## src/rtl/processor_pkg.sv

```systemverilog
// processor_pkg: constants and types shared by the fetch stage and its stack.
//   ADR_W / INSTR_W        : default address and instruction widths
//   NOP_WORD               : word placed in IR on squash, flush or reset
//   RESET_VECTOR           : first fetch address after reset
//   INT_VECTOR             : interrupt service entry address
//   redirect_e             : which PC redirect wins in a given cycle
//   redirect_sel()         : priority resolver for the redirect sources
package processor_pkg;

    localparam int              ADR_W        = 12;
    localparam int              INSTR_W      = 16;
    localparam logic [15:0]     NOP_WORD     = 16'h0000;
    localparam logic [11:0]     RESET_VECTOR = 12'h000;
    localparam logic [11:0]     INT_VECTOR   = 12'h004;

    typedef enum logic [2:0] {
        RD_NONE,
        RD_INT,
        RD_RTI,
        RD_RET,
        RD_CALL,
        RD_BR
    } redirect_e;

    // Highest-priority active source wins; the rest are discarded outright.
    function automatic redirect_e redirect_sel(input logic intr, input logic rti,
                                               input logic ret, input logic call,
                                               input logic br);
        redirect_e sel;
        sel = RD_NONE;
        if (intr)      sel = RD_INT;
        else if (rti)  sel = RD_RTI;
        else if (ret)  sel = RD_RET;
        else if (call) sel = RD_CALL;
        else if (br)   sel = RD_BR;
        return sel;
    endfunction

endpackage

```

## src/rtl/return_address_stack.sv

```systemverilog
// return_address_stack: LIFO of return addresses for subroutine call/return.
//   i_clk, i_rst      : clock, async active-high reset (empties the stack)
//   i_push, i_din     : push i_din (dropped when full, sets o_overflow)
//   i_pop             : pop top entry (ignored when empty, sets o_underflow)
//   o_top             : raw top entry; only meaningful when !o_empty
//   o_full, o_empty   : occupancy status
//   o_overflow/o_underflow : sticky error flags, cleared only by reset
module return_address_stack
    import processor_pkg::*;
#(
    parameter int DEPTH = 8,
    parameter int W     = ADR_W
) (
    input  logic         i_clk,
    input  logic         i_rst,
    input  logic         i_push,
    input  logic         i_pop,
    input  logic [W-1:0] i_din,
    output logic [W-1:0] o_top,
    output logic         o_full,
    output logic         o_empty,
    output logic         o_overflow,
    output logic         o_underflow
);

    localparam int IW  = $clog2(DEPTH);
    localparam int SPW = IW + 1;

    logic [W-1:0]   r_mem [DEPTH];
    logic [SPW-1:0] r_sp;        // 0..DEPTH entries in use
    logic [IW-1:0]  w_wr_idx;
    logic [IW-1:0]  w_top_idx;

    assign o_full    = (r_sp == SPW'(DEPTH));
    assign o_empty   = (r_sp == '0);
    assign w_wr_idx  = r_sp[IW-1:0];
    // Wraps to DEPTH-1 when empty; callers mask with o_empty.
    assign w_top_idx = w_wr_idx - IW'(1);
    assign o_top     = r_mem[w_top_idx];

    always_ff @(posedge i_clk or posedge i_rst) begin
        if (i_rst) begin
            r_sp        <= '0;
            o_overflow  <= 1'b0;
            o_underflow <= 1'b0;
            for (int i = 0; i < DEPTH; i++) r_mem[i] <= '0;
        end else if (i_push) begin
            if (o_full) begin
                o_overflow <= 1'b1;
            end else begin
                r_mem[w_wr_idx] <= i_din;
                r_sp            <= r_sp + SPW'(1);
            end
        end else if (i_pop) begin
            if (o_empty) o_underflow <= 1'b1;
            else         r_sp        <= r_sp - SPW'(1);
        end
    end

endmodule

```

## src/rtl/fetch_unit.sv

```systemverilog
// fetch_unit: instruction-fetch stage feeding decode.
//   clk, reset            : clock, async active-high reset
//   imem_adr / imem_data  : instruction memory address (fetch PC) and same-cycle data
//   stall_f, flush_f      : hold all state / squash the word being fetched
//   branch_*, subroutine_*, call_*, irq, IEN, IOF, RTI : redirect and interrupt controls
//   IR, PC                : registered instruction and its address, to decode
//   RTS_adr               : top of return stack (0 when empty)
//   int_enable            : interrupt-enable state
//   ras_overflow/underflow: sticky stack error flags
module fetch_unit #(
    parameter int                ADR_W        = processor_pkg::ADR_W,
    parameter int                INSTR_W      = processor_pkg::INSTR_W,
    parameter int                RAS_DEPTH    = 8,
    parameter logic [ADR_W-1:0]  RESET_VECTOR = processor_pkg::RESET_VECTOR,
    parameter logic [ADR_W-1:0]  INT_VECTOR   = processor_pkg::INT_VECTOR,
    parameter logic [INSTR_W-1:0] NOP_WORD    = processor_pkg::NOP_WORD
) (
    input  logic               clk,
    input  logic               reset,
    output logic [ADR_W-1:0]   imem_adr,
    input  logic [INSTR_W-1:0] imem_data,
    input  logic               stall_f,
    input  logic               flush_f,
    input  logic               branch_taken,
    input  logic [ADR_W-1:0]   branch_target,
    input  logic               subroutine_call,
    input  logic [ADR_W-1:0]   call_target,
    input  logic [ADR_W-1:0]   call_return_adr,
    input  logic               subroutine_return,
    input  logic               irq,
    input  logic               IEN,
    input  logic               IOF,
    input  logic               RTI,
    output logic [INSTR_W-1:0] IR,
    output logic [ADR_W-1:0]   PC,
    output logic [ADR_W-1:0]   RTS_adr,
    output logic               int_enable,
    output logic               ras_overflow,
    output logic               ras_underflow
);

    import processor_pkg::*;

    logic [ADR_W-1:0] r_fpc;
    logic [ADR_W-1:0] r_epc;
    redirect_e        w_sel;
    logic [ADR_W-1:0] w_next_fpc;
    logic             w_push;
    logic             w_pop;
    logic [ADR_W-1:0] w_ras_top;
    logic             w_ras_full;
    logic             w_ras_empty;

    assign imem_adr = r_fpc;
    assign RTS_adr  = w_ras_empty ? '0 : w_ras_top;

    // Stall gates the stack too, so it never sees a push/pop while held.
    always_comb begin
        w_sel      = redirect_sel(irq & int_enable, RTI, subroutine_return,
                                  subroutine_call, branch_taken);
        w_next_fpc = r_fpc + ADR_W'(1);
        w_push     = 1'b0;
        w_pop      = 1'b0;
        case (w_sel)
            RD_INT:  w_next_fpc = INT_VECTOR;
            RD_RTI:  w_next_fpc = r_epc;
            RD_RET:  begin w_next_fpc = RTS_adr;     w_pop  = ~stall_f; end
            RD_CALL: begin w_next_fpc = call_target; w_push = ~stall_f; end
            RD_BR:   w_next_fpc = branch_target;
            default: ;
        endcase
    end

    always_ff @(posedge clk or posedge reset) begin
        if (reset) begin
            r_fpc      <= RESET_VECTOR;
            r_epc      <= '0;
            IR         <= NOP_WORD;
            PC         <= '0;
            int_enable <= 1'b0;
        end else if (!stall_f) begin
            r_fpc <= w_next_fpc;
            PC    <= r_fpc;   // squashed fetches still report their address
            IR    <= (w_sel != RD_NONE || flush_f) ? NOP_WORD : imem_data;
            case (w_sel)
                RD_INT: begin r_epc <= r_fpc; int_enable <= 1'b0; end
                RD_RTI: int_enable <= 1'b1;
                default: begin
                    if (IOF)      int_enable <= 1'b0;
                    else if (IEN) int_enable <= 1'b1;
                end
            endcase
        end
    end

    return_address_stack #(
        .DEPTH (RAS_DEPTH),
        .W     (ADR_W)
    ) u_ras (
        .i_clk       (clk),
        .i_rst       (reset),
        .i_push      (w_push),
        .i_pop       (w_pop),
        .i_din       (call_return_adr),
        .o_top       (w_ras_top),
        .o_full      (w_ras_full),
        .o_empty     (w_ras_empty),
        .o_overflow  (ras_overflow),
        .o_underflow (ras_underflow)
    );

    // A push into a full stack must always leave the overflow flag raised.
    a_ovf: assert property (@(posedge clk) disable iff (reset)
                            (w_push && w_ras_full) |=> ras_overflow);

endmodule
```

## config.mk

```make
export PLATFORM = sky130hd
export DESIGN_NAME = fetch_unit
export DESIGN_NICKNAME = d
export VERILOG_FILES = /design/src/rtl/processor_pkg.sv /design/src/rtl/return_address_stack.sv /design/src/rtl/fetch_unit.sv
export SDC_FILE = /design/constraint.sdc
export NUM_CORES = 1
export LEC_CHECK = 0
export CORE_AREA = 2 2 174 176
export CTS_CLUSTER_DIAMETER = 60
export DETAILED_ROUTE_END_ITERATION = 12
export DIE_AREA = 0 0 176 178
export GPL_TIMING_DRIVEN = 0
export SYNTH_ARGS = -nofsm -noshare
export SYNTH_HDL_FRONTEND = slang
export SYNTH_SLANG_ARGS = --single-unit
```

## constraint.sdc

```tcl
create_clock -name clk -period 4.9 [get_ports clk]
set_input_delay 0.98 -clock clk [delete_from_list [all_inputs] [get_ports clk]]
set_output_delay 0.98 -clock clk [all_outputs]
set_load 0.03 [all_outputs]
```

==> impl_metrics.env <==
export IMPL_rr_endpoint="imem_adr[1]"
export IMPL_placementRows=63
export IMPL_routed_via_count=5015
export IMPL_track_usage=0.132
export IMPL_p_leak_uw=0.00422
export IMPL_status="complete, no violations"
export IMPL_async_reset_ff_frac=1.00
export IMPL_max_stage_delay_ns=0.64
export IMPL_hold_viol=0
export IMPL_cp_slowest_cell="clkdlybuf4s50_1"
export IMPL_yosys_warnings=0
export IMPL_hold_end="u_ras.o_overflow"
export IMPL_fin_nets=731
export IMPL_antenna_found_initial=1
export IMPL_htree_levels=4
export IMPL_cp_cell_sequence="clkbuf_8 -> inv_2 -> ha_1 -> buf_1 -> buf_4 -> mux4_1 -> mux2i_2 -> nor2_1 -> clkdlybuf4s50_1"
export IMPL_grt_max_degree=43
export IMPL_vias_per_cell=4.70
export IMPL_area_delta_synth_final_pct=32.1
export IMPL_grt_overflow_total=0
export IMPL_muxShareOfSynthArea=0.275
export IMPL_crit_required_ns=3.92
export IMPL_synth_largest_area_cell="dfrtp_1"
export IMPL_reg2reg_slack_ns=1.80
export IMPL_post_drt_wl_per_cell_um=19.0
export IMPL_setup_viol=0
export IMPL_insertion_delay_ns=0.43
export IMPL_synth_fp_nets=591
export IMPL_syn_avg_cell_area_um2=14.0
export IMPL_dpl_hpwl_um=14300
export IMPL_ff2ff_path_depth=10
export IMPL_synth_top_area_share=0.532
export IMPL_grt_setup_unrepaired="false"
export IMPL_crit_type="flop to primary output"
export IMPL_powerDensity_nw_per_um2=578
export IMPL_setup_tns_ns=0
export IMPL_syn_instance_count=522
export IMPL_critPathMaxFanout=11
export IMPL_whs_ns=0.479
export IMPL_cp_arrival_ns=3.78
export IMPL_synthSimpleGateAreaFrac=0.0632
export IMPL_peakVddDrop_v=0.000285
export IMPL_synth_top_family_by_area="multiplexers"
export IMPL_stdcell_area_um2=9630
export IMPL_ctsHoldBuffers=0
export IMPL_maxCapViolCount=0
export IMPL_core_um2=29400
export IMPL_synth_compound_area_frac=0.0786
export IMPL_timing_final_crit_share=0.971
export IMPL_finClkSkew_ns=0.0111
export IMPL_fmax_ghz=0.210
export IMPL_worstHoldPathCells=1
export IMPL_cts_tree="yes"
export IMPL_ys_ff_latch=155
export IMPL_die_w_um=176
export IMPL_numCtsBuffers=17
export IMPL_dp_slack_ns=0.350
export IMPL_cp_start_kind="flop"
export IMPL_path_clk_slew_ns=0.07
export IMPL_clock_sinks=155
export IMPL_synth_edf_count=0
export IMPL_maxSlewViolCount=0
export IMPL_cts_root_buf="clkbuf_16"
export IMPL_remaining_drc_errors=0
export IMPL_endpoint_kind="primary output"
export IMPL_io_pins=118
export IMPL_port_buffers=117
export IMPL_die_area_um2=31300
export IMPL_hold_class="flop to flop"
export IMPL_grt_pass1_vias=5151
export IMPL_placed_area_um2=9010
export IMPL_worstHoldStart="u_ras.o_overflow"
export IMPL_syn_area_um2=7290
export IMPL_startpoint="u_ras.r_sp[0]"
export IMPL_antenna_left=0
export IMPL_fin_crit_ns=4.76
export IMPL_ys_types=56
export IMPL_clk_path_buf_depth=2
export IMPL_netlist_top_cells_area="dfrtp_1 (53%), mux2_2 (18%), mux4_2 (5.3%)"
export IMPL_synth_most_common_cell="dfrtp_1"
export IMPL_drt_iter0_drc=321
export IMPL_synth_xor_area_frac=0.0122
export IMPL_die_y_um=178
export IMPL_synth_fa_ha_area_frac=0.0113
export IMPL_start_util=0.248
export IMPL_routed_wl_um=20300
export IMPL_worst_pin_slew_ns=0.920
export IMPL_grt_pass1_wl_um=31100
export IMPL_drtPass1Iterations=6
export IMPL_p_total_uw=5560
export IMPL_synth_common_cells="dfrtp_1 (155), mux2_2 (116), nor2_1 (29)"
export IMPL_drive_above_1_share=0.299
export IMPL_timing_rr_start="u_ras.r_sp[0]"
export IMPL_relSlewSlack=0.385
export IMPL_yosysSeqAreaShare=0.532
export IMPL_gp_congestion=0.813
export IMPL_fillCellCount=2949
export IMPL_synthFlopType="dfrtp_1"
export IMPL_setup_ws_ns=0.142
## critical path: cells and delay by family (launching register included)
kind | cells | cell delay [ns]
adders and majority gates | 1 | 0.35
buffers and inverters | 5 | 1.66
muxes | 2 | 0.66
DFF | 1 | 0.53
and+or+nand+nor | 1 | 0.13
## metal layers
layer	share of wire	wire length, µm	vias up	GRT usage
li1	-	-	2255	-
met5	0.00054	11	-	0
met4	0.018	370	2	0.0399
met2	0.46	9290	152	0.210
met1	0.46	9360	2580	0.178
met3	0.061	1230	26	0.0330
## flip-flops by register name (all words and copies together) (netlist names)
name	count
u_ras.o_underflow	1
IR	16
u_ras.r_sp	4
imem_adr	12
PC	12
r_epc	12
int_enable	1
u_ras.o_overflow	1
u_ras.r_mem	96
## cell type report
cell class	instances	area, µm²	share of cell area
tap	390	488	0.0507
clock buffer	18	439	0.0456
timing repair buffer	121	1260	0.131
buffer	28	178	0.0185
sequential	155	3880	0.403
antenna	1	2.50	0.000260
clock inverter	14	134	0.0139
inverter	7	30.0	0.00312
multi-input combinational	332	3220	0.334
## per-stage QoR
step           instances  utilization
4_1_cts             1065        0.327
3_5_place_dp        1032        0.306
2_1_floorplan        522            -
6_report            1066        0.327
5_1_grt             1065        0.327
3_3_place_gp        1029        0.304
## worst max-delay path by stage
stage,to,slack (ns),cells past startpoint
3_5_place_dp,RTS_adr[8],0.35,9
4_1_cts,RTS_adr[1],0.05,10
2_1_floorplan,RTS_adr[9],1.51,9
6_report,RTS_adr[3],0.14,9
5_1_grt,RTS_adr[3],0.002,9
3_3_place_gp,RTS_adr[8],0.34,9
## power breakdown
| group | internal, µW | total (µW) | switching, µW | leakage, µW |
|---|---|---|---|---|
| Combinational | 1150 | 2310 | 1170 | 0.00191 |
| Clock | 724 | 1300 | 572 | 0.000279 |
| Sequential | 1690 | 1950 | 257 | 0.00203 |
## layout by cell type, fill, tap and decap left out, types with 3 or more instances in the layout
cell	instances
buf_12	4
xnor2_1	6
and2_1	4
nand2_1	23
o21ai_0	8
inv_6	8
clkbuf_8	3
buf_2	9
clkinvlp_4	3
nand3_1	5
clkdlybuf4s50_1	115
mux2i_1	10
o311a_1	3
mux2i_2	3
o211ai_1	8
a222oi_1	7
dfrtp_1	155
buf_4	6
a22o_1	16
mux4_1	7
nand4_1	7
a221oi_1	6
clkbuf_16	17
or2_2	3
a21oi_1	9
mux2_2	116
nor2b_1	3
ha_1	5
clkbuf_1	8
nand2b_1	4
mux4_2	17
nor2_1	29
inv_1	5
## repair_timing
item                                    in CTS  in global routing
endpoints found under the setup margin       3                  3
buffers inserted                             1                  0
pin swaps                                    1                  0
cloned                                       0                  0
gates resized for setup                      3                  3
## logic make-up after synthesis
kind of cell / count (synthesis)
AO/OA/AOI/OAI: 73
flip-flops: 155
buffers and inverters: 35
XOR/XNOR: 8
adder cells (fa/ha/maj): 6
multiplexers: 153
AND/OR/NAND/NOR: 92
Power figures use the tool's default switching activity.
